==> config.mk <==
export PLATFORM = sky130hd
export DESIGN_NAME = similarity_segmented
export DESIGN_NICKNAME = d
export VERILOG_FILES = /design/src/rtl/similarity_pkg.sv /design/src/rtl/sim_lane_popcount.sv /design/src/rtl/similarity_segmented.sv
export SDC_FILE = /design/constraint.sdc
export NUM_CORES = 1
export LEC_CHECK = 0
export ABC_AREA = 1
export CAP_MARGIN = 15
export CORE_AREA = 5 5 123 125
export CTS_BUF_LIST = sky130_fd_sc_hd__clkbuf_4
export DETAILED_ROUTE_END_ITERATION = 8
export DIE_AREA = 0 0 128 130
export PLACE_DENSITY = 0.74
export SLEW_MARGIN = 5
export SYNTH_ARGS = -nofsm -noshare
export SYNTH_HDL_FRONTEND = slang
export SYNTH_HIERARCHICAL = 1
export SYNTH_SLANG_ARGS = --single-unit
==> constraint.sdc <==
create_clock -name clk -period 8.4 [get_ports clk]
set_clock_uncertainty 0.15 [all_clocks]
set_input_delay 1.26 -clock clk [delete_from_list [all_inputs] [get_ports clk]]
set_output_delay 1.26 -clock clk [all_outputs]
set_load 0.03 [all_outputs]
==> src/rtl/similarity_pkg.sv <==
// Shared types and helpers for the segmented hypervector similarity engine.
package similarity_pkg;

  typedef enum logic {
    SIM_OVERLAP = 1'b0,
    SIM_HAMMING = 1'b1
  } sim_mode_t;

  typedef enum logic [1:0] {
    IDLE   = 2'd0,
    ACCUM  = 2'd1,
    DRAIN  = 2'd2,
    RESULT = 2'd3
  } sim_state_t;

  // Bits needed to hold a population count of n bits (0..n inclusive).
  function automatic int popcount_width(input int n);
    return $clog2(n + 1);
  endfunction

endpackage

==> src/rtl/sim_lane_popcount.sv <==
// One lane: AND (overlap) or XOR (Hamming) of two segments, then popcount.
module sim_lane_popcount
  import similarity_pkg::*;
#(
  parameter int LENGTH_SEGMENT = 32,
  localparam int LW = popcount_width(LENGTH_SEGMENT)
) (
  input  logic [LENGTH_SEGMENT-1:0] a,
  input  logic [LENGTH_SEGMENT-1:0] b,
  input  sim_mode_t                 mode,
  output logic [LW-1:0]             count
);

  logic [LENGTH_SEGMENT-1:0] bits;

  always_comb begin
    bits  = (mode == SIM_HAMMING) ? (a ^ b) : (a & b);
    count = '0;
    for (int i = 0; i < LENGTH_SEGMENT; i++) begin
      count = count + LW'(bits[i]);
    end
  end

endmodule

==> src/rtl/similarity_segmented.sv <==
// Streams NB_LANES segments of two hypervectors per beat through a two-stage
// popcount/accumulate pipeline and reports the full-vector similarity count.
module similarity_segmented
  import similarity_pkg::*;
#(
  parameter int D              = 1024,
  parameter int LENGTH_SEGMENT = 32,
  parameter int NB_LANES       = 2,
  localparam int CW = popcount_width(D)
) (
  input  logic                               clk,
  input  logic                               arst_n_in,
  input  logic                               start_new_hv,
  input  logic                               mode,
  input  logic [CW-1:0]                      threshold,
  input  logic                               abort,
  input  logic                               in_valid,
  output logic                               in_ready,
  input  logic [NB_LANES*LENGTH_SEGMENT-1:0] segment_hv_a,
  input  logic [NB_LANES*LENGTH_SEGMENT-1:0] segment_hv_b,
  output logic                               result_valid,
  input  logic                               result_ready,
  output logic [CW-1:0]                      sim_count,
  output logic                               above_thr,
  output logic                               busy
);

  localparam int SEG_W = NB_LANES * LENGTH_SEGMENT;
  localparam int BEATS = D / SEG_W;
  localparam int BCW   = (BEATS > 1) ? $clog2(BEATS) : 1;
  localparam int LW    = popcount_width(LENGTH_SEGMENT);
  localparam int SW    = popcount_width(SEG_W);

  if ((D % SEG_W) != 0) begin : g_bad_cfg
    $error("similarity_segmented: D must be a multiple of LENGTH_SEGMENT*NB_LANES");
  end

  // Handshakes: a beat moves when in_valid && in_ready, a result is consumed
  // when result_valid && result_ready; a producer holds data until it moves.

  sim_state_t     state;
  sim_state_t     state_next;
  sim_mode_t      mode_q;
  logic [CW-1:0]  thr_q;
  logic [BCW-1:0] beat_cnt;
  logic [CW-1:0]  acc;
  logic [SW-1:0]  s1_sum;
  logic           s1_valid;
  logic           s2_valid;
  logic [SW-1:0]  lane_sum;
  logic [LW-1:0]  lane_cnt [NB_LANES];
  logic           beat_fire;
  logic           last_beat;
  logic           abort_hit;
  logic           start_hit;

  for (genvar l = 0; l < NB_LANES; l++) begin : g_lane
    sim_lane_popcount #(.LENGTH_SEGMENT(LENGTH_SEGMENT)) u_lane (
      .a     (segment_hv_a[l*LENGTH_SEGMENT +: LENGTH_SEGMENT]),
      .b     (segment_hv_b[l*LENGTH_SEGMENT +: LENGTH_SEGMENT]),
      .mode  (mode_q),
      .count (lane_cnt[l])
    );
  end

  always_comb begin
    lane_sum = '0;
    for (int l = 0; l < NB_LANES; l++) begin
      lane_sum = lane_sum + SW'(lane_cnt[l]);
    end
  end

  assign in_ready     = (state == ACCUM);
  assign result_valid = (state == RESULT);
  assign busy         = (state != IDLE);
  assign beat_fire    = in_valid && in_ready;
  assign last_beat    = (beat_cnt == BCW'(BEATS - 1));
  assign abort_hit    = abort && (state != IDLE);
  assign start_hit    = start_new_hv && (state == IDLE);

  always_comb begin
    state_next = state;
    case (state)
      IDLE:    if (start_new_hv) state_next = ACCUM;
      ACCUM:   if (beat_fire && last_beat) state_next = DRAIN;
      DRAIN:   if (!s1_valid && !s2_valid) state_next = RESULT;
      RESULT:  if (result_ready) state_next = IDLE;
      default: state_next = IDLE;
    endcase
    if (abort_hit) state_next = IDLE;
  end

  always_ff @(posedge clk or negedge arst_n_in) begin
    if (!arst_n_in) begin
      state <= IDLE;
    end else begin
      state <= state_next;
    end
  end

  always_ff @(posedge clk or negedge arst_n_in) begin
    if (!arst_n_in) begin
      mode_q   <= SIM_OVERLAP;
      thr_q    <= '0;
      beat_cnt <= '0;
      acc      <= '0;
      s1_sum   <= '0;
      s1_valid <= 1'b0;
      s2_valid <= 1'b0;
    end else if (start_hit) begin
      mode_q   <= sim_mode_t'(mode);
      thr_q    <= threshold;
      beat_cnt <= '0;
      acc      <= '0;
      s1_valid <= 1'b0;
      s2_valid <= 1'b0;
    end else if (abort_hit) begin
      s1_valid <= 1'b0;
      s2_valid <= 1'b0;
    end else begin
      s1_valid <= beat_fire;
      s2_valid <= s1_valid;
      if (beat_fire) begin
        s1_sum   <= lane_sum;
        beat_cnt <= last_beat ? '0 : beat_cnt + 1'b1;
      end
      if (s1_valid) acc <= acc + CW'(s1_sum);
    end
  end

  // Result outputs load on the DRAIN->RESULT step and then hold through IDLE.
  always_ff @(posedge clk or negedge arst_n_in) begin
    if (!arst_n_in) begin
      sim_count <= '0;
      above_thr <= 1'b0;
    end else if (start_hit) begin
      sim_count <= '0;
      above_thr <= 1'b0;
    end else if (state == DRAIN && state_next == RESULT) begin
      sim_count <= acc;
      above_thr <= (acc >= thr_q);
    end
  end

endmodule

==> results of run 1 <==
[cells by family (layout without fill, tap and decap cells)]
kind of cell,after synthesis,in the layout
multiplexers,38,38
adder cells (fa/ha/maj),153,153
flip-flops,50,50
AND/OR/NAND/NOR,239,239
AO/OA/AOI/OAI,80,80
buffers and inverters,156,308
XOR/XNOR,6,6
[critical path, stage by stage]
cell,delay [ps]
clkdlybuf4s50_1,400
ha_1,290
nand2_1,60
o21ai_0,130
fa_1,570
inv_1,50
fa_1,500
fa_1,520
fa_1,510
fa_1,520
fa_1,550
inv_1,40
ha_1,210
inv_1,70
fa_1,400
inv_1,90
inv_1,60
fa_1,440
o21ai_0,220
nand2_1,100
nand2_1,60
nand2_1,50
a21oi_1,110
[registers in the layout (all words and copies together) (netlist names)]
name,flops
beat_cnt,4
state,2
mode_q,1
thr_q,11
sim_count,11
s1_sum,7
s2_valid,1
above_thr,1
acc,11
s1_valid,1
[stage by stage]
step                      util [%]  area, sq um
final                         57.3         7890
after global routing          57.3         7890
after CTS                     57.3         7890
after detailed placement      56.6         7790
after global placement        56.6         7790
after floorplan                  -         6110
[layout make-up]
type	count	share of cell area (%)
Clock buffer	5	0.476
Sequential cell	50	15.9
Multi-Input combinational cell	516	53.0
Clock inverter	3	0.809
Timing Repair Buffer	162	20.4
Tap cell	180	2.85
Inverter	138	6.56
[path summary, 6_finish.rpt]
kind / cells after the start / end / slack, ps
worst max register to register: 22 / s1_sum[6] / 1480
max in group asynchronous: 2 / mode_q / 6810
min in group asynchronous: 2 / sim_count[7] / 820
worst max-delay path: 23 / s1_sum[6] / 1310
worst min-delay path: 2 / s1_sum[0] / 350
worst min register to register: 2 / s1_sum[0] / 350
[metal layers]
layer	vias up	global-route usage, %
met1	2263	18.4
met5	-	0
met4	0	2.31
met3	13	1.76
li1	2614	-
met2	96	29.0
[cells in the final DEF (no fill, tap or decap), drive strengths merged, types with 2 or more instances in the layout]
master	count
inv	138
buf	3
clkdlybuf4s50	159
o21ai	52
xnor2	4
nand3	46
a21o	2
fa	50
nand4	6
dfrtp	50
clkbuf	5
mux2i	38
a21oi	21
xor2	2
nor3	2
nor2	28
bufinv	2
ha	103
nand2	154
==> impl_metrics.ini, run 1 <==
[run_status]
status = finished, final reports clean

[route]
drt-total-wl_microns = 12200
met2WireLength_microns = 6580
top_layer = met4
route.vias.total = 4986
drtIter0Drc = 214
via_per_inst = 4.73
firstDrtPassIters = 4
postRouteAntennaNets = 0
wl_met3_microns = 558
wl_met1_microns = 4970
wl_per_cell_microns = 11.6
drc = 0

[clock_tree]
cts_setup_buffers = 0
hold_buffers = 0
ctsResizeCount = 0
cts_sinks = 50
cts_tree = yes
clk_pin_slew_worst_paths_ps = 140
h-tree-depth = 2
cts_root_buffer = clkbuf_4
insertion_delay_ps = 370
numCtsBuffers = 5
clk_path_buf_depth = 2

[synth]
yosysWarnings = 6
ys_top_cells_by_area = ha_1 (21%), dfrtp_1 (20%), fa_1 (16%), nand2_1 (9.3%), inv_1 (8.3%)
synth-seq-cells = 50
synthMuxAreaShare_pct = 6.22
synth_area_sq_mm = 0.00611
yosysMostFrequentCell = nand2_1
synth_top_area_cell = ha_1
synth_nets = 1021
avgSynthCellArea_sq_um = 8.47
synth-xor-area-share_pct = 0.860
synth_top_family_by_area = adder cells
synth_top_area_share_pct = 21.1
yosys.area_share.adder_pct = 37.5
ys.flop_type = dfrtp_1
synthArstFlopShare_pct = 100
synthSimpleGateAreaFrac_pct = 17.0
synthDistinctLibCells = 32
synth_compound_area_share_pct = 6.84
synth_commonest_cells = nand2_1 (151), inv_1 (135), ha_1 (103)
synth_edf_count = 0
yosysSeqAreaShare_pct = 20.5
syn_inst = 722

[worst_hold_path]
hp-class = flop to flop
min_from = s1_sum[0]

[die]
core-area_sq_mm = 0.0138
io_pins = 161
start_util_pct = 44.4
row_count = 43
dieHeight_microns = 130
dieWidth_microns = 128
dieArea_sq_mm = 0.0166

[timing]
final_max_slew_viol_count = 0
max_freq_mhz = 141
rsz0062_at_grt = false
timing.setup.tns_ps = 0
max_slew_margin_pct = 45.6
worstMarginPinSlew_ps = 816
setup_slack_ps = 1310
min_period_ps = 7090
hold_viol = 0
fin_crit_sh_pct = 84.4
setup_viol_count_final = 0
hold_ws_ps = 353

[placed_design]
place_ws_ps = 884
dp_hpwl_microns = 10700
io_buffers = 160
place_inst = 1046
gp_congestion = 0.816

[worst_setup_path]
crit_arrival_ps = 7240
start_kind = input port
critPathMaxFanout = 3
crit_required_ps = 8550
rr_startpoint = mode_q
worst-setup-path-type = input port to flop
crit_path_end_kind = flop
startpoint = segment_hv_a[32]

[cells_and_area]
fillCellCount = 1258
layoutNonFillerInstCount = 1054
syn2layout_area_growth_pct = 29.1
nets = 1172
multi_input_comb_area_sq_mm = 0.00418
antennaDiodeCount = 0
layout-drive-gt1-share_pct = 2.86
area.sequential_sq_mm = 0.00125

[global_route]
grt-ovfl-total = 0
grt_pass1_vias = 4966
grt_pass1_wl_microns = 21400
antenna_found_initial = 0
grt_max_degree = 69
grt.total_usage_pct = 15.1

[run]
max_cap_violations = 0
Power of run 1 is not shown: default switching activity piles up to over one toggle a cycle in this logic, so the estimate is an artifact.
==> inputs of run 2 (changes only) <==
Clock period 8.4 ns to 6.69 ns, I/O delays scaled along.
==> run 2 against run 1 <==
Wire length grew 11%. Setup slack got worse by 1100 ps. Via count increased by 2.0%. First-iteration DRC count up 12%. Sequential share of layout area shrank 0.94 points. Clock-buffer cell count grew 1. Register-to-register slack worse by 1200 ps. Global-route usage is 0.42 points higher. Non-clock buffer count grew 14. Worst hold slack improved by 6.0 ps. Cell area rose by 6.3%. Highest routed layer unchanged.
==> impl_metrics.ini, run 2 (synthesis results as in run 1) <==
[run_status]
status = finished, final reports clean

[placed_design]
placed_area_sq_mm = 0.00790
dp_hpwl_microns = 11000
gp_congestion = 0.830
io_buffers = 160

[worst_setup_path]
startpoint = segment_hv_a[32]
critPathTopFamily = adder cells
crit_path_end_kind = flop
crit_required_ps = 6830
critPathBufInv = 6
start_kind = input port
critPathMaxFanout = 2
crit_top_cell = fa_1
crit_arrival_ps = 6660
worst-setup-path-type = input port to flop
crit_path_top_delay_cell = fa_1
worstRegToRegCells = 22
critical-path-max-stage-delay_ps = 550
crit_chain = clkdlybuf4s50_1 -> ha_1 -> nand2_1 -> o21ai_2 -> fa_1 -> inv_1 -> fa_1 -> fa_1 -> fa_1 -> fa_1 -> fa_1 -> inv_1 -> ha_2 -> inv_2 -> fa_2 -> inv_2 -> inv_2 -> fa_2 -> o21ai_2 -> nand2_1 -> nand2_1 -> nand2_2 -> a21oi_2
reg2reg_slack_ps = 320
reg2reg_to = s1_sum[6]
rr_startpoint = mode_q

[worst_hold_path]
min_path_cells = 2
min_from = s1_sum[0]
hold_end = s1_sum[0]
hp-class = flop to flop

[clock_tree]
clk_pin_slew_worst_paths_ps = 140
insertion_delay_ps = 380
h-tree-depth = 2
clk_path_buf_depth = 2
cts_tree = yes
numCtsBuffers = 5
hold_buffers = 0
cts_root_buffer = clkbuf_4
cts_sinks = 50

[route]
route.vias.total = 5087
firstDrtPassIters = 4
wl_per_cell_microns = 12.7
via_per_inst = 4.76
drt-total-wl_microns = 13500
drc = 0
postRouteAntennaNets = 0
drtIter0Drc = 240

[die]
dieHeight_microns = 130
dieWidth_microns = 128
dieArea_sq_mm = 0.0166
start_util_pct = 44.4
row_count = 43
io_pins = 161
core-area_sq_mm = 0.0138

[global_route]
grt-ovfl-total = 0
grt_max_degree = 51
antenna_found_initial = 0
grt_pass1_wl_microns = 21700
grt.total_usage_pct = 15.5
grt_pass1_vias = 5001

[timing]
min_period_ps = 6520
hold_viol = 0
max_freq_mhz = 153
max_slew_margin_pct = 46.2
fin_crit_sh_pct = 97.5
worstMarginPinSlew_ps = 804
final_max_slew_viol_count = 0
setup_viol_count_final = 0

[cells_and_area]
nets = 1186
final_common_cell = nand2_1
layout-drive-gt1-share_pct = 10.8
antennaDiodeCount = 0
syn2layout_area_growth_pct = 37.2
area.sequential_sq_mm = 0.00125
multi_input_comb_area_sq_mm = 0.00443
final_area_sq_mm = 0.00839
fillCellCount = 1201
final_cell_mix = nand2_1 (147), inv_1 (124), clkdlybuf4s50_1 (107)
top_regs = acc x11, sim_count x11, thr_q x11

[run]
max_cap_violations = 0
==> run 2: changes by cell type in the layout (fill, tap and decap cells not counted), sizes merged <==
cell / change
buf: +14
clkdlybuf4s50: -52
clkinv: -1
clkinvlp: +1
bufinv: -1
dlymetal6s2s: +51
dlygate4sd2: +1
clkbuf: +1
==> run 2: per-layer routing <==
metal | global-route usage [%] | share of wire (%)
met2 | 30.3 | 54
met5 | 0 | 0
met1 | 18.2 | 40
met3 | 1.84 | 4.5
met4 | 3.00 | 1.2
==> run 2: final cells by class <==
class | instances | share of cell area (%)
multi-input cells | 516 | 52.8
well taps | 180 | 2.68
flip-flops and latches | 50 | 15.0
repair buffers | 176 | 22.4
clock buffers | 6 | 0.537
inverters | 138 | 6.18
clock inverters | 2 | 0.447
==> run 2: worst max-delay path by stage <==
stage | end | slack (ps) | cells past startpoint
after floorplan | s1_sum[6] | 120 | 22
after global placement | s1_sum[6] | -400 | 23
after detailed placement | s1_sum[6] | -570 | 23
after CTS | s1_sum[5] | 20 | 26
after global routing | s1_sum[5] | -20 | 26
final | s1_sum[6] | 170 | 23
==> run 2: timing repair <==
| item | in CTS | in global routing |
|---|---|---|
| gates cloned | 0 | 0 |
| setup buffers | 1 | 1 |
| resized for setup | 13 | 114 |
| endpoints found under the setup margin | 5 | 5 |
| pin swaps | 15 | 72 |
==> run 2: tightest hold or removal path: cells and delay by family, from the launching register on <==
family,cells,cell delay (ps)
flip-flops,1,390
AND/OR/NAND/NOR,2,100
==> run 2: stage by stage <==
step	utilization, %	setup slack, ps	setup TNS, ps	hold slack, ps	std cells
floorplan	-	119	0	296	722
global placement	57.3	-400	-1840	323	1057
detailed placement	57.3	-572	-2590	329	1057
CTS	58.3	15.9	0	362	1066
global route	60.9	-21.0	-37.2	379	1068
finish	60.9	170	0	359	1068
Power of run 2 is left out for the same reason.
==> inputs of run 3 (changes only) <==
--- a/config.mk
+++ b/config.mk
@@ -8,8 +8,8 @@
 export ABC_AREA = 1
 export CAP_MARGIN = 15
-export CORE_AREA = 5 5 123 125
+export CORE_AREA = 5 5 129 119
 export CTS_BUF_LIST = sky130_fd_sc_hd__clkbuf_4
 export DETAILED_ROUTE_END_ITERATION = 8
-export DIE_AREA = 0 0 128 130
+export DIE_AREA = 0 0 134 124
 export PLACE_DENSITY = 0.74
 export SLEW_MARGIN = 5
==> constraint.sdc (replaced) <==
create_clock -name clk -period 6.69 [get_ports clk]
set_clock_uncertainty 0.15 [all_clocks]
set_input_delay 2.007 -clock clk [delete_from_list [all_inputs] [get_ports clk]]
set_output_delay 2.007 -clock clk [all_outputs]
set_load 0.03 [all_outputs]
==> run 3 against run 2 <==
The flow now finishes with violations (setup timing). Register-to-register slack gained 120 ps. Sequential share of layout area rose by 0.076 points. Utilization down 0.42 points. Setup slack lost 570 ps. Cell area decreased by 0.51%. Non-clock buffer count grew 1. Worst hold slack got worse by 8.0 ps. Die area fell by 0.14%. Fmax decreased by 8.0%. Cell count is 0.66% lower. Critical path depth unchanged.
==> impl_metrics.ini, run 3 (synthesis results as in run 1) <==
[route]
top_layer = met4
wl_met1_microns = 5880
via_per_inst = 4.83
postRouteAntennaNets = 0
wl_per_cell_microns = 12.7
route.vias.total = 5121
drtIter0Drc = 248
firstDrtPassIters = 4
drc = 0
met2WireLength_microns = 7000
drt-total-wl_microns = 13500
wl_met3_microns = 508

[global_route]
grt_pass1_wl_microns = 23700
antenna_found_initial = 0
grt-ovfl-total = 0
grt.total_usage_pct = 16.9
grt_pass1_vias = 5387
grt_max_degree = 51

[worst_setup_path]
reg2reg_slack_ps = 440
start_kind = input port
crit_path_end_kind = flop
critPathMaxFanout = 2
worst-setup-path-type = input port to flop
reg2reg_to = s1_sum[6]
crit_required_ps = 6840
rr_startpoint = mode_q
worstRegToRegCells = 22
crit_arrival_ps = 7240

[clock_tree]
numCtsBuffers = 5
hold_buffers = 0
clk_pin_slew_worst_paths_ps = 140
insertion_delay_ps = 370
cts_sinks = 50
clk_path_buf_depth = 2
cts_root_buffer = clkbuf_4
cts_tree = yes
h-tree-depth = 2

[die]
dieHeight_microns = 124
start_util_pct = 44.3
io_pins = 161
dieWidth_microns = 134
core-area_sq_mm = 0.0138
dieArea_sq_mm = 0.0166
row_count = 41

[cells_and_area]
layout-drive-gt1-share_pct = 22.0
layoutNonFillerInstCount = 1061
syn2layout_area_growth_pct = 36.5
nets = 1187
top_regs = acc x11, sim_count x11, thr_q x11
antennaDiodeCount = 0
final_area_sq_mm = 0.00835
final_common_cell = nand2_1
final_cell_mix = nand2_1 (143), inv_1 (121), clkdlybuf4s50_1 (99)

[worst_hold_path]
hp-class = flop to flop
min_from = s1_sum[3]
min_path_cells = 2
hold_end = s1_sum[3]

[placed_design]
io_buffers = 160
gp_congestion = 0.866
place_inst = 1051
placed_area_sq_mm = 0.00802
dp_hpwl_microns = 10900

[timing]
setup_slack_ps = -396
min_period_ps = 7090
max_freq_mhz = 141
max_slew_margin_pct = 43.4
final_max_slew_viol_count = 0
timing.setup.tns_ps = -1940
worstMarginPinSlew_ps = 846
setup_viol_count_final = 6
fin_crit_sh_pct = 106
rsz0062_at_grt = true
hold_viol = 0

[run]
max_cap_violations = 0

[run_status]
status = complete, but fails checks
violations = setup timing
run 3: final cells by class:
cell class | count | area (sq um)
flip-flops and latches | 50 | 1250
multi-input cells | 516 | 4760
repair buffers | 177 | 1520
well taps | 172 | 215
fillers | 1211 | 5450
clock buffers | 5 | 37.5
inverters | 138 | 518
clock inverters | 3 | 40.0
run 3: repair_timing:
item                       in CTS  in global routing
pin swaps                      50                 35
gates resized for setup       261                 30
setup buffers                   1                  1
setup endpoints to repair       6                  6
run 3: how the worst max path moves through the flow:
stage / start / to / slack (ps)
2_1_floorplan: segment_hv_a[27] / s1_sum[6] / -510
3_3_place_gp: segment_hv_a[59] / s1_sum[5] / -1150
3_5_place_dp: segment_hv_a[0] / s1_sum[6] / -1220
4_1_cts: segment_hv_b[17] / s1_sum[6] / -430
5_1_grt: segment_hv_a[53] / s1_sum[6] / -610
6_report: segment_hv_a[53] / s1_sum[6] / -400
run 3: routing by layer:
layer  GRT usage (%)  up-vias
li1                -     2653
met1            20.8     2359
met2            32.6       98
met3            1.82       11
met4            2.38        0
met5               0        -
run 3: metrics by stage:
step	util (%)	setup WS, ps	hold slack [ps]
after floorplan	-	-515	296
after global placement	58.1	-1150	326
after detailed placement	58.1	-1220	331
after CTS	59.4	-429	364
after global routing	60.5	-613	392
final	60.5	-396	351
run 3: worst max-delay path, cell delays in order:
cell	delay (ps)
buf_2	110
ha_4	230
mux2i_2	170
fa_1	480
fa_1	510
inv_1	50
fa_1	500
inv_2	40
fa_1	550
fa_1	430
fa_1	490
inv_1	40
ha_2	180
inv_2	60
fa_2	430
inv_2	90
inv_2	40
fa_2	370
o21ai_2	150
nand2_2	70
nand2_1	60
nand2_1	50
a21oi_2	120
Power of run 3 is left out for the same reason.
